--- src/rtl/ram_rw_pkg.sv ---
// Shared types and helpers for the RAM read/write test controller.
package ram_rw_pkg;

    typedef enum logic [2:0] {
        ST_IDLE  = 3'd0,
        ST_WRITE = 3'd1,
        ST_READ  = 3'd2,
        ST_DRAIN = 3'd3,
        ST_DONE  = 3'd4
    } state_e;

    localparam int ERR_CNT_W = 8;

    // Test pattern: each word holds its own address plus one.
    function automatic logic [31:0] expected(input logic [31:0] addr);
        return addr + 32'd1;
    endfunction

endpackage

--- src/rtl/ram_rw_ctrl_rd_lat_pipe.sv ---
// RD_LAT-stage delay line of {valid, addr} that tracks reads in flight to the RAM.
module rd_lat_pipe #(
    parameter int RD_LAT = 1,
    parameter int ADDR_W = 5
) (
    input  logic              clk,
    input  logic              srst,
    input  logic              in_valid,
    input  logic [ADDR_W-1:0] in_addr,
    output logic              out_valid,
    output logic [ADDR_W-1:0] out_addr
);

    logic [RD_LAT-1:0]             valid_d;
    logic [RD_LAT-1:0]             valid_q;
    logic [RD_LAT-1:0][ADDR_W-1:0] addr_d;
    logic [RD_LAT-1:0][ADDR_W-1:0] addr_q;

    genvar gi;
    generate
        for (gi = 0; gi < RD_LAT; gi++) begin : g_stage
            if (gi == 0) begin : g_head
                assign valid_d[gi] = in_valid;
                assign addr_d[gi]  = in_addr;
            end else begin : g_body
                assign valid_d[gi] = valid_q[gi-1];
                assign addr_d[gi]  = addr_q[gi-1];
            end
        end
    endgenerate

    always_ff @(posedge clk) begin
        if (srst) begin
            valid_q <= '0;
            addr_q  <= '0;
        end else begin
            valid_q <= valid_d;
            addr_q  <= addr_d;
        end
    end

    assign out_valid = valid_q[RD_LAT-1];
    assign out_addr  = addr_q[RD_LAT-1];

endmodule

--- src/rtl/ram_rw_ctrl.sv ---
// Write-then-readback test controller for a single-port RAM.
// Define RAM_RW_LOOP_EN to let a held start chain passes directly from DONE to WRITE.
module ram_rw_ctrl
    import ram_rw_pkg::*;
#(
    parameter int ADDR_W = 5,
    parameter int DATA_W = 8,
    parameter int DEPTH  = 32,
    parameter int RD_LAT = 1
) (
    input  logic                 sys_clk,
    input  logic                 sys_rst,
    input  logic                 start,
    output logic                 ram_en,
    output logic                 ram_we,
    output logic [ADDR_W-1:0]    ram_addr,
    output logic [DATA_W-1:0]    ram_wdata,
    input  logic [DATA_W-1:0]    ram_rdata,
    output logic                 busy,
    output logic                 done,
    output logic                 err,
    output logic [ERR_CNT_W-1:0] err_cnt,
    output logic [ADDR_W-1:0]    err_addr
);

    localparam logic [ADDR_W-1:0] LAST_ADDR  = ADDR_W'(DEPTH - 1);
    localparam logic [1:0]        DRAIN_LAST = 2'(RD_LAT - 1);

    state_e                 state_q,     state_d;
    logic                   ram_en_q,    ram_en_d;
    logic                   ram_we_q,    ram_we_d;
    logic [ADDR_W-1:0]      ram_addr_q,  ram_addr_d;
    logic [DATA_W-1:0]      ram_wdata_q, ram_wdata_d;
    logic                   busy_q,      busy_d;
    logic                   done_q,      done_d;
    logic                   err_q,       err_d;
    logic [ERR_CNT_W-1:0]   err_cnt_q,   err_cnt_d;
    logic [ADDR_W-1:0]      err_addr_q,  err_addr_d;
    logic [1:0]             drain_cnt_q, drain_cnt_d;

    logic                   pipe_valid;
    logic [ADDR_W-1:0]      pipe_addr;
    logic [ADDR_W-1:0]      next_addr;
    logic [DATA_W-1:0]      pipe_exp;

    assign next_addr = ram_addr_q + 1'b1;
    assign pipe_exp  = DATA_W'(expected(32'(pipe_addr)));

    rd_lat_pipe #(
        .RD_LAT (RD_LAT),
        .ADDR_W (ADDR_W)
    ) u_rd_lat_pipe (
        .clk       (sys_clk),
        .srst      (sys_rst),
        .in_valid  (state_q == ST_READ),
        .in_addr   (ram_addr_q),
        .out_valid (pipe_valid),
        .out_addr  (pipe_addr)
    );

    always_comb begin
        state_d     = state_q;
        ram_en_d    = ram_en_q;
        ram_we_d    = ram_we_q;
        ram_addr_d  = ram_addr_q;
        ram_wdata_d = ram_wdata_q;
        busy_d      = busy_q;
        done_d      = 1'b0;
        err_d       = err_q;
        err_cnt_d   = err_cnt_q;
        err_addr_d  = err_addr_q;
        drain_cnt_d = drain_cnt_q;

        // Readback compare; only the first mismatch of a test records its address.
        if (pipe_valid && (ram_rdata != pipe_exp)) begin
            err_d = 1'b1;
            if (err_cnt_q != '1) begin
                err_cnt_d = err_cnt_q + 1'b1;
            end
            if (!err_q) begin
                err_addr_d = pipe_addr;
            end
        end

        case (state_q)
            ST_IDLE: begin
                if (start) begin
                    state_d     = ST_WRITE;
                    ram_en_d    = 1'b1;
                    ram_we_d    = 1'b1;
                    ram_addr_d  = '0;
                    ram_wdata_d = DATA_W'(expected(32'd0));
                    busy_d      = 1'b1;
                    err_d       = 1'b0;
                    err_cnt_d   = '0;
                    err_addr_d  = '0;
                end
            end
            ST_WRITE: begin
                if (ram_addr_q == LAST_ADDR) begin
                    state_d     = ST_READ;
                    ram_we_d    = 1'b0;
                    ram_addr_d  = '0;
                    ram_wdata_d = '0;
                end else begin
                    ram_addr_d  = next_addr;
                    ram_wdata_d = DATA_W'(expected(32'(next_addr)));
                end
            end
            ST_READ: begin
                if (ram_addr_q == LAST_ADDR) begin
                    state_d     = ST_DRAIN;
                    ram_en_d    = 1'b0;
                    ram_addr_d  = '0;
                    drain_cnt_d = '0;
                end else begin
                    ram_addr_d = next_addr;
                end
            end
            ST_DRAIN: begin
                if (drain_cnt_q == DRAIN_LAST) begin
                    state_d = ST_DONE;
                    done_d  = 1'b1;
                end else begin
                    drain_cnt_d = drain_cnt_q + 1'b1;
                end
            end
            ST_DONE: begin
`ifdef RAM_RW_LOOP_EN
                // Chained pass: error state keeps accumulating across passes.
                if (start) begin
                    state_d     = ST_WRITE;
                    ram_en_d    = 1'b1;
                    ram_we_d    = 1'b1;
                    ram_addr_d  = '0;
                    ram_wdata_d = DATA_W'(expected(32'd0));
                end else begin
                    state_d = ST_IDLE;
                    busy_d  = 1'b0;
                end
`else
                state_d = ST_IDLE;
                busy_d  = 1'b0;
`endif
            end
            default: begin
                state_d  = ST_IDLE;
                ram_en_d = 1'b0;
                ram_we_d = 1'b0;
                busy_d   = 1'b0;
            end
        endcase
    end

    always_ff @(posedge sys_clk) begin
        if (sys_rst) begin
            state_q     <= ST_IDLE;
            ram_en_q    <= 1'b0;
            ram_we_q    <= 1'b0;
            ram_addr_q  <= '0;
            ram_wdata_q <= '0;
            busy_q      <= 1'b0;
            done_q      <= 1'b0;
            err_q       <= 1'b0;
            err_cnt_q   <= '0;
            err_addr_q  <= '0;
            drain_cnt_q <= '0;
        end else begin
            state_q     <= state_d;
            ram_en_q    <= ram_en_d;
            ram_we_q    <= ram_we_d;
            ram_addr_q  <= ram_addr_d;
            ram_wdata_q <= ram_wdata_d;
            busy_q      <= busy_d;
            done_q      <= done_d;
            err_q       <= err_d;
            err_cnt_q   <= err_cnt_d;
            err_addr_q  <= err_addr_d;
            drain_cnt_q <= drain_cnt_d;
        end
    end

    assign ram_en    = ram_en_q;
    assign ram_we    = ram_we_q;
    assign ram_addr  = ram_addr_q;
    assign ram_wdata = ram_wdata_q;
    assign busy      = busy_q;
    assign done      = done_q;
    assign err       = err_q;
    assign err_cnt   = err_cnt_q;
    assign err_addr  = err_addr_q;

endmodule
--- config.mk ---
export PLATFORM = sky130hd
export DESIGN_NAME = ram_rw_ctrl
export DESIGN_NICKNAME = d
export VERILOG_FILES = /design/src/rtl/ram_rw_pkg.sv /design/src/rtl/ram_rw_ctrl_rd_lat_pipe.sv /design/src/rtl/ram_rw_ctrl.sv
export SDC_FILE = /design/constraint.sdc
export NUM_CORES = 1
export LEC_CHECK = 0
export CAP_MARGIN = 20
export CORE_UTILIZATION = 50
export CTS_BUF_LIST = sky130_fd_sc_hd__clkbuf_8
export CTS_CLUSTER_DIAMETER = 100
export DETAILED_ROUTE_END_ITERATION = 10
export PLACE_DENSITY = 0.89
export SLEW_MARGIN = 20
export SYNTH_ARGS = -nofsm -noshare
export SYNTH_HDL_FRONTEND = slang
export SYNTH_HIERARCHICAL = 1
export SYNTH_SLANG_ARGS = --single-unit
--- constraint.sdc ---
create_clock -name sys_clk -period 2.95 [get_ports sys_clk]
set_input_delay 0.885 -clock sys_clk [delete_from_list [all_inputs] [get_ports sys_clk]]
set_output_delay 0.885 -clock sys_clk [all_outputs]
set_load 0.05 [all_outputs]
==> metrics, run 1 <==
drt first pass iters 4; clock latency on the worst-skew pair between 0.2 and 0.3 ns; clk sinks 40; pin count of the biggest net entering global routing 29; status finished, final reports clean; CTS tree yes; crit path time final 2.62 ns; clock power share between 30% and 40%; vias in the first global route ~1600; n_diodes 0; ys async rst share 0%; Routed WL 4090 µm; Final Cycle Share a little under 90%; Slew HR between 50% and 60%; Die Wd ~65 µm; number of max-cap violations 0; Synth warnings 6; cell area after synthesis a little under 2000 µm²; cts bufs inserted 5; Slew Limit Fails 0; post-DP HPWL between 2000 and 3000 µm; H-tree lvl count 2; DR iter-0 viols around 130; Worst Setup Start Kind input port; Routed WL per cell 12.9 µm; number of synthesized register bits 40; site row count 22; Post-synth EDFFs 0; Seq/Total Area, Yosys between 40% and 50%; CP bufs+invs 1; vias roughly 1800; static leakage approximately 0.9 nW; Worst EP required 3.12 ns; skew final between 0.005 and 0.006 ns; crit-path max FO 12; postcts setup bufs 0; Area after DPL ~2400 µm²; Post-CTS Hold Buffers 0; synth unique cells between 40 and 50; commonest non-fill, non-tap cell in the layout dfxtp_1; maximum vdd drop roughly 0.25 mV; GR Overflow Total 0; sequential power share a little over half; commonest non-fill, non-tap cells in the layout dfxtp_1, clkdlybuf4s50_1, nor2_1; RR Startpoint u_rd_lat_pipe/out_addr[0]; total power 1.07 mW; Vias/cell about 5.8; CP arrival 2.79 ns; Final Worst Setup Slack between 0.3 and 0.4 ns; worst slack at placement around 0.034 ns; initial antenna violation count 0; Hold WC Path Type register to register; unrepaired setup endpoints after global routing false; Psw around 0.26 mW; Final Hold Viols 0; Non-Filler Cell Area, Final around 2500 µm²; slowest cell on the critical path clkdlybuf4s50_1; clock tree buffer depth 2; Final Setup Violations 0; Mapped Cells around 230; IO buf count 39; Die Span Y between 60 and 70 µm; post-CTS sizing 0; Internal just over 0.8 mW; delay-heaviest family, CP compound AO/OA/AOI/OAI gates; Starting Density 53.2%; Area growth syn-to-layout 25.3%; CP startpoint ram_rdata[4]; first-pass GRT wire length 6840 µm; pwr dens ~430 nW/µm²; combinational share of power about an eighth; fmax 381 MHz; fraction of final layout cells sized beyond drive strength 1 ~6%; switching share of power between 20 and 25%; hold path start ram_wdata[5]; worst slew pin tran around 0.60 ns; Avg Inst Size Synth around 8.5 µm²; Placeable Area around 3700 µm²; # fillers about 300; CP peak stage delay 0.48 ns; setup tns final 0 ns; overall routing resource usage roughly a fifth; NumNets Final approximately 290; CP Capture Type register; Primary FF master, synth dfxtp_1; clk slew on worst S/H paths 0.07 ns; die area around 4200 µm²; Root Buffer clkbuf_8; Remaining DRCs 0; DRT antenna net count 0; # IOs between 40 and 50; routability cong. 0.871; CP cell instances clkdlybuf4s50_1 > xor2_1 > or4b_1 > o31a_1 > o21a_1 > a41oi_1 > nor3_1; crit path kind input port to register
path summary, 6_finish.rpt:
| kind | cells after the start | to | slack [ns] |
|---|---|---|---|
| setup / recovery | 7 | err_cnt[6] | 0.33 |
| setup reg to reg | 7 | err_cnt[6] | 0.85 |
| hold / removal | 2 | ram_wdata[5] | 0.47 |
| hold reg to reg | 2 | ram_wdata[5] | 0.47 |
sequential cells by signal (all words and copies together), names as in the netlist:
signal / flops
busy: 1
done: 1
drain_cnt_q: 2
err: 1
err_addr: 5
err_cnt: 8
ram_addr: 5
ram_en: 1
ram_wdata: 6
ram_we: 1
state_q: 3
u_rd_lat_pipe/out_addr: 5
u_rd_lat_pipe/out_valid: 1
cell families after synthesis:
| group | after synthesis | synth area share, % |
|---|---|---|
| mux | 2 | 1.08 |
| fa+ha+maj | 6 | 3.80 |
| other cells | 1 | 0.190 |
| compound gates | 62 | 19.6 |
| flops | 40 | 40.5 |
| buf+inv | 20 | 5.07 |
| xor+xnor | 13 | 5.76 |
| simple gates | 89 | 23.9 |
through the flow:
stage	std cells	util, %	hold WS, ns
floorplan	234	-	0.477
global placement	311	64.0	0.446
detailed placement	311	64.0	0.459
CTS	318	66.6	0.469
global route	318	66.6	0.480
finish	318	66.6	0.472
cells in the mapped netlist, types with 2 or more instances:
master	number	area (µm²)
a21oi_1	22	110
a22oi_1	7	52.6
and3_1	7	43.8
buf_4	2	15.0
clkbuf_1	7	26.3
dfxtp_1	40	801
ha_1	6	75.1
inv_1	7	26.3
nand2_1	10	37.5
nand2b_1	2	12.5
nand3_1	8	40.0
nand3b_1	6	45.0
nor2_1	25	93.8
nor2b_1	10	62.6
nor3_1	9	45.0
nor4_1	2	12.5
o211ai_1	3	22.5
o21a_1	2	15.0
o21ai_0	14	70.1
o31ai_1	2	15.0
o41ai_1	2	17.5
or3_1	2	12.5
xnor2_1	7	61.3
xor2_1	6	52.6
cell type report:
class	count	area [µm²]	share of cell area, %
clock buffers	7	96.3	3.89
inverters	7	26.3	1.06
multi-input cells	174	1080	43.6
flip-flops and latches	40	801	32.4
well taps	48	60.1	2.43
repair buffers	42	413	16.7
worst reg2reg max path, stage by stage (launching register included):
cell     delay [ns]
dfxtp_1        0.43
ha_1           0.28
xor2_1         0.17
nor4_1         0.29
nand4_2        0.15
o21a_1         0.35
a41oi_1        0.26
nor3_1         0.07
metal layers:
layer	part of all wire, %	GRT usage [%]	up-vias
met5	0	0	-
met4	0.83	7.50	0
met3	3.4	4.40	4
met2	50	35.5	44
met1	46	24.8	870
li1	-	-	911
power by group through the flow:
stage	sequential, mW	clock [mW]	combinational (mW)
2_1_floorplan	0.599	0	0.0618
3_3_place_gp	0.576	0	0.125
3_5_place_dp	0.577	0	0.128
4_1_cts	0.564	0.386	0.128
5_1_grt	0.566	0.411	0.137
6_report	0.564	0.379	0.128
(Power assumes the default switching activity.)
==> inputs of run 2 (changes only) <==
Settings changed: CELL_PAD_IN_SITES_DETAIL_PLACEMENT from default to 0, CELL_PAD_IN_SITES_GLOBAL_PLACEMENT from default to 1, CORE_UTILIZATION 50 to 42, PLACE_DENSITY 0.89 to 0.95.
==> run 2 against run 1 <==
- the flow now finishes with violations (DRC)
- final area up 1.9%
- clock power up 27%
- maximum frequency about the same
- via count down 4.0%
- clock skew down 0.0029 ns
- sequential share of layout area down 0.61 points
- register-to-register slack better by 0.02 ns
- core utilization down 9.8 points
- routed wire length up 1.2%
- non-clock buffer count unchanged
- combinational power about the same
- critical endpoint is now ram_addr[0]
==> metrics, run 2 (same netlist as run 1, synthesis figures left out) <==
first-pass GRT wire length between 6000 and 7000 µm; unrepaired setup endpoints after global routing false; maximum vdd drop between 0.2 and 0.3 mV; hold depth 2; clock tree buffer depth 2; post-CTS sizing 0; n_diodes 0; GR Overflow Total 0; pwr dens ~470 nW/µm²; Routed WL approximately 4100 µm; total power 1.17 mW; # IOs between 40 and 50; worst-case reg-to-reg path depth 7; status finished with violations; crit path time final about 2.6 ns; pin count of the biggest net entering global routing 27; Root Buffer clkbuf_8; IO buf count 39; die area approximately 5000 µm²; static leakage 0.910 nW; setup tns final 0 ns; commonest non-fill, non-tap cell in the layout dfxtp_1; commonest non-fill, non-tap cells in the layout dfxtp_1, clkdlybuf4s50_1, nor2_1; Routed WL per cell around 13 µm; routability cong. approximately 0.84; M2 GR Usage a little over a quarter; Worst EP required 2.07 ns; post-DP HPWL about 3000 µm; drt first pass iters 7; GRT met1 Usage ~22%; Vias/cell 5.43; clock latency on the worst-skew pair 0.29 ns; Hold WC Path Type register to register; fraction of final layout cells sized beyond drive strength 1 between 6 and 7%; max FFs per register 8; Starting Density between 40% and 50%; site row count 24; met3 GRT Util ~3.8%; delay-heaviest family, CP buffers and inverters; overall routing resource usage roughly 17%; clk slew on worst S/H paths around 0.07 ns; Final Hold Viols 0; violated checks DRC; H-tree lvl count 2; Worst Setup Start Kind register; grt peak-use layer met2; WP depth 1; initial antenna violation count 0; CP cell instances clkdlybuf4s50_1; Slew HR a little under three fifths; vias 1755; clk sinks 40; skew final ~0.003 ns; Area growth syn-to-layout 27.7%; crit path kind register to output pin; DR iter-0 viols around 140; Die Wd 70.6 µm; Final Core Density around 57%; CP bufs+invs 1; Die Span Y 70.6 µm; slowest cell on the critical path clkdlybuf4s50_1; postcts setup bufs 0; Placeable Area 4440 µm²; CTS tree yes; number of max-cap violations 0; NumNets Final approximately 290; CP arrival around 1.7 ns; Remaining DRCs 13; fmax 381 MHz; DRT antenna net count 0; vias in the first global route roughly 1500; cts bufs inserted 5; worst slew pin tran ~0.64 ns; Final Setup Violations 0; Post-CTS Hold Buffers 0; crit-path max FO 11; CP peak stage delay around 0.88 ns; Slew Limit Fails 0; CP Capture Type output pin; Final Cycle Share 89.0%
run 2: cell count changes in the layout (fill, tap and decap cells not counted), sizes merged:
| cell | change |
|---|---|
| bufinv | +1 |
run 2: power by group:
| part | leakage [nW] | switching, mW | total [mW] | internal, mW |
|---|---|---|---|---|
| sequential | 0.324 | 0.0141 | 0.564 | 0.550 |
| clock | 0.0645 | 0.185 | 0.483 | 0.298 |
| combinational | 0.521 | 0.0785 | 0.127 | 0.0486 |
run 2: worst paths after layout:
path,start,end,slack (ns)
max,ram_addr[0],ram_addr[0],0.32
min,ram_wdata[5],ram_wdata[5],0.45
max reg2reg,u_rd_lat_pipe/out_addr[0],err_cnt[6],0.87
min reg2reg,ram_wdata[5],ram_wdata[5],0.45
run 2: area by class of cell:
type | instances | area [µm²]
fill | 429 | 1920
multi-input combinational | 174 | 1080
sequential | 40 | 801
timing repair buffer | 42 | 425
clock buffer | 7 | 96.3
tap | 52 | 65.1
clock inverter | 1 | 30.0
inverter | 7 | 26.3
run 2: metal layers:
metal	up-vias	routed length (µm)	share of wire (%)
met2	33	1900	46
met4	0	88	2.1
li1	907	-	-
met1	809	1980	48
met5	-	0	0
met3	6	169	4.1
run 2: through the flow:
step           hold WS [ns]  area (µm²)  instances  worst slack (ns)
2_1_floorplan         0.477        1980        234             0.706
3_3_place_gp          0.440        2400        315             0.105
3_5_place_dp          0.446        2400        315            0.0430
4_1_cts               0.455        2520        323             0.285
5_1_grt               0.493        2520        323             0.255
6_report              0.452        2520        323             0.324
==> inputs of run 3 (changes only) <==
Settings changed: SLEW_MARGIN 20 to default.
==> results of run 3 <==
The final DEF is identical to that of run 2; final timing and power are the same.
